<file path="src/rtl/lmsm_sequencer.sv">
// Expands a decoded load-multiple / store-multiple into one single-register
// memory micro-op per cycle, holding fetch/decode stalled until the last issues.
module lmsm_sequencer #(
  parameter int DATA_W    = 16,
  parameter int NREGS     = 8,
  parameter int ADDR_STEP = 1
) (
  input  logic                     clk,
  input  logic                     rst_n,
  input  logic                     start_i,
  input  logic                     is_lm_i,
  input  logic [NREGS-1:0]         reg_list_i,
  input  logic [DATA_W-1:0]        base_addr_i,
  input  logic                     hold_i,
  input  logic                     flush_i,
  output logic                     busy_o,
  output logic                     stall_o,
  output logic                     uop_valid_o,
  output logic                     uop_is_load_o,
  output logic [$clog2(NREGS)-1:0] uop_reg_o,
  output logic [DATA_W-1:0]        uop_addr_o,
  output logic                     uop_regwrite_o,
  output logic                     uop_last_o
);

  localparam int REG_W = $clog2(NREGS);

  // Handshake: a micro-op is offered while uop_valid_o=1 and is consumed on
  // the rising edge where hold_i=0; while hold_i=1 the same micro-op is re-offered.

  typedef enum logic {IDLE, ISSUE} state_t;

  state_t            state_q, state_d;
  logic [NREGS-1:0]  list_q, list_d;
  logic [DATA_W-1:0] addr_q, addr_d;
  logic              lm_q, lm_d;

  logic [REG_W-1:0]  low_idx;
  logic [NREGS-1:0]  list_rest;
  logic              last;
  logic              in_issue;
  logic              accept;

  assign in_issue  = (state_q == ISSUE);
  // Clearing the lowest set bit leaves the registers still to be issued.
  assign list_rest = list_q & (list_q - NREGS'(1));
  assign last      = (list_q != '0) && (list_rest == '0);
  assign accept    = start_i && !flush_i && (reg_list_i != '0);

  always_comb begin
    low_idx = '0;
    for (int i = NREGS - 1; i >= 0; i--) begin
      if (list_q[i]) low_idx = REG_W'(i);
    end
  end

  always_ff @(posedge clk or negedge rst_n) begin
    if (!rst_n) begin
      state_q <= IDLE;
      list_q  <= '0;
      addr_q  <= '0;
      lm_q    <= 1'b0;
    end else begin
      state_q <= state_d;
      list_q  <= list_d;
      addr_q  <= addr_d;
      lm_q    <= lm_d;
    end
  end

  always_comb begin
    state_d = state_q;
    list_d  = list_q;
    addr_d  = addr_q;
    lm_d    = lm_q;
    if (flush_i) begin
      state_d = IDLE;
      list_d  = '0;
    end else begin
      case (state_q)
        IDLE: begin
          if (accept) begin
            state_d = ISSUE;
            list_d  = reg_list_i;
            addr_d  = base_addr_i;
            lm_d    = is_lm_i;
          end
        end
        ISSUE: begin
          if (!hold_i) begin
            list_d = list_rest;
            addr_d = addr_q + DATA_W'(ADDR_STEP);
            if (last) state_d = IDLE;
          end
        end
        default: state_d = IDLE;
      endcase
    end
  end

  // Micro-op fields are gated by ISSUE so that stale registers never leak out.
  always_comb begin
    busy_o         = in_issue;
    uop_valid_o    = in_issue;
    uop_is_load_o  = in_issue && lm_q;
    uop_reg_o      = in_issue ? low_idx : '0;
    uop_addr_o     = in_issue ? addr_q : '0;
    uop_regwrite_o = in_issue && lm_q;
    uop_last_o     = in_issue && last;
    // Dropping stall on the final consumed micro-op lets decode advance bubble-free.
    if (in_issue) stall_o = !(last && !hold_i);
    else          stall_o = accept;
  end

endmodule

</file>
<file path="config.mk">
export PLATFORM = sky130hd
export DESIGN_NAME = lmsm_sequencer
export DESIGN_NICKNAME = d
export VERILOG_FILES = /design/src/rtl/lmsm_sequencer.sv
export SDC_FILE = /design/constraint.sdc
export NUM_CORES = 1
export LEC_CHECK = 0
export CORE_MARGIN = 1.5
export CORE_UTILIZATION = 57
export CTS_CLUSTER_SIZE = 8
export DETAILED_ROUTE_END_ITERATION = 8
export DONT_BUFFER_PORTS = 1
export PLACE_DENSITY = 0.75
export SYNTH_ARGS = -nofsm -noshare
export SYNTH_HDL_FRONTEND = slang
export SYNTH_SLANG_ARGS = --single-unit
</file>
<file path="constraint.sdc">
create_clock -name clk -period 1.99 [get_ports clk]
set_clock_uncertainty 0.1 [all_clocks]
set_input_delay 0.398 -clock clk [delete_from_list [all_inputs] [get_ports clk]]
set_output_delay 0.398 -clock clk [all_outputs]
set_load 0.02 [all_outputs]
</file>
==> metrics.cfg <==
[finish]
area_growth_pct=17.7
seqCellArea_um2=656
final_cell_mix=25 x o21ai_0, 22 x dfrtp_1, 19 x nor2_1, 19 x buf_4, 15 x and2_1
fillers=235
nets=267
final_core_util=0.704
multiInputGateArea_mm2=0.00113
drive_above_1_share=0.281
diodes=0
layout_commonest_cell=o21ai_0

[critical_path]
critPathLaunch=list_q[0]$_DFFE_PN0P_
end_kind=primary output
r2r_start=busy_o$_DFF_PN0_
crit_path_end=uop_last_o
crit_arrival_ns=1.89
max_stage_delay_ns=0.56
r2r-end=addr_q[12]$_DFFE_PN0P_
cp_max_fo=3
setup.worst_path.class=flop to primary output
cp_cell_sequence=or4_4 > nor4_2 > a41oi_1 > nand2_1 > and3_4
ff2ff_setup_slack_ns=0.11
cp.required_ns=1.49
crit_path_start_kind=flop
crit_path_top_delay_cell=or4_4
reg2reg_depth=6

[place]
place_congestion=0.941
portBuffers=0
hpwl_um=3460

[clock_tree]
htree_levels=1
cts_sinks=26
cts.path.max_buffers=2
clk_latency_ns=0.34
path_clk_slew_ns=0.14
cts_root_buf=clkbuf_4
cts_buffers=3
cts_tree=built

[die]
dieArea_mm2=0.00355
core_area_mm2=0.00305
row_count=20
fp.dieH_um=59.6
initial_core_util=0.598
fp.dieW_um=59.6
io_pins=55

[grt]
grt_max_degree=27
grt_overflow_total=0
grt_first_pass_wirelength_um=7820
grt_pass1_vias=1683
grtUsageTotal=0.289
antenna_found_initial=0

[power]
power_frac_comb=0.351
sw_frac_of_total=0.395
p_switching_uw=748
p_per_area_mw_per_mm2=882
p_clk_frac=0.199
p_leak_uw=0.000887
p_seq_frac=0.451
power.internal_uw=1150
max-vdd-ir-drop_uv=401
p_total_uw=1890

[detailed_routing]
drt_iter0_drc=183
vias=1778
wl_um=4780
drtPass1Iterations=4
drc=0
wl_per_cell_um=17.1
vias_per_cell=6.37
antenna_left=0

[outcome]
status=finished with violations
violations=setup timing

[timing]
slew_viol_final=0
worst_pin_slew_ns=0.527
fin_ws_ns=-0.399
hold_viol_final=0
slew_headroom=0.645
grt_setup_unrepaired=true
setup_viol=4
finalCriticalPeriod_ns=2.39
period_share=1.20
max_freq_ghz=0.419

[synthesis]
ys_types=50
netlist_area_mm2=0.00183
synth_edf_count=0
syn_avg_cell_area_um2=8.22
ys_async_sr_fraction=1.00
netlist.top_cell.by_area=dfrtp_1
synth_cells=222
yosys_warnings=0
synth-main-ff-cell=dfrtp_1
synthTopCellsByArea=dfrtp_1 36%, o21ai_0 6.9%, and2_1 5.5%
synth_seq_cells=26
synth_top_area_frac=0.356
synthesis.nets=253
seq_area_frac_synth=0.356

[job]
maxCapViolations=0

[hold_path]
holdCritPathClass=input port to flop

[timing repair]
item,4_1_cts,5_1_grt
setup endpoints to repair,6,10
buffers inserted,3,3
endpoints found under the hold margin,26,1
pin swaps,4,5
gates cloned,0,0
hold buffers,2,1
gates resized for setup,7,9
[cells in the mapped netlist, types with 3 or more instances]
master / number
nor2_1: 22
nand2_1: 12
nand4_1: 5
a31oi_1: 5
clkbuf_1: 8
a22o_2: 7
inv_1: 11
o22ai_1: 6
nand3_1: 3
nand2b_1: 3
a21oi_1: 10
nor3_1: 8
nor2b_1: 5
o21ai_0: 25
nor4_1: 6
and2_1: 16
dfrtp_1: 26
[routing by layer]
layer	share of wire	vias up	GRT usage
met5	0	-	0
met4	0.010	0	0.0984
met3	0.074	8	0.0480
met2	0.47	94	0.427
met1	0.45	831	0.426
li1	-	845	-
[sequential cells by signal, indices dropped and copies added, names as in the netlist]
| name | cells |
|---|---|
| busy_o | 1 |
| lm_q | 1 |
| addr_q | 16 |
| list_q | 8 |
[worst max-delay path: cells and delay by family, from the launching register on]
| kind | cells | cell delay, ns |
|---|---|---|
| simple gates | 4 | 1.07 |
| compound gates | 1 | 0.07 |
| flops | 1 | 0.43 |
[stage by stage]
step	std cells	instance area, µm²	setup slack (ns)	setup TNS (ns)	hold WS [ns]
3_3_place_gp	267	1960	-0.00614	-0.0135	0.00291
3_5_place_dp	267	1960	-0.0385	-0.135	0.00296
5_1_grt	279	2150	-0.500	-1.44	0.0806
4_1_cts	276	2090	-0.384	-1.10	0.0158
2_1_floorplan	222	1870	-0.0501	-0.0777	0.00241
6_report	279	2150	-0.399	-1.02	0.0876
[kinds of logic after synthesis]
group,share of synthesized area
simple gates,0.273
compound gates,0.272
buf+inv,0.0692
flops,0.356
mux,0.0178
xor+xnor,0.00480
fa+ha+maj,0.00685
[power by group through the flow]
| stage | sequential [µW] | clock, µW | combinational [µW] |
|---|---|---|---|
| after CTS | 850 | 381 | 649 |
| after global routing | 884 | 402 | 740 |
| final | 854 | 376 | 664 |
| after global placement | 841 | 0 | 586 |
| after floorplan | 801 | 0 | 514 |
| after detailed placement | 860 | 0 | 610 |
[cell type report]
type,instances,share of cell area
Timing Repair Buffer,25,0.101
Multi-Input combinational cell,169,0.525
Inverter,11,0.0192
Clock buffer,3,0.0105
Tap cell,44,0.0256
Sequential cell,26,0.305
Clock inverter,1,0.0140
[worst min-delay path by stage]
stage | startpoint | end | slack [ns] | cells after the start
after floorplan | rst_n | addr_q[0]$_DFFE_PN0P_ | 0.002 | 0
after global placement | rst_n | list_q[4]$_DFFE_PN0P_ | 0.003 | 0
after detailed placement | rst_n | list_q[4]$_DFFE_PN0P_ | 0.003 | 0
after CTS | flush_i | busy_o$_DFF_PN0_ | 0.02 | 1
after global routing | reg_list_i[3] | list_q[3]$_DFFE_PN0P_ | 0.08 | 1
final | reg_list_i[0] | list_q[0]$_DFFE_PN0P_ | 0.09 | 2
No activity file was read; power rests on OpenSTA's default activity.
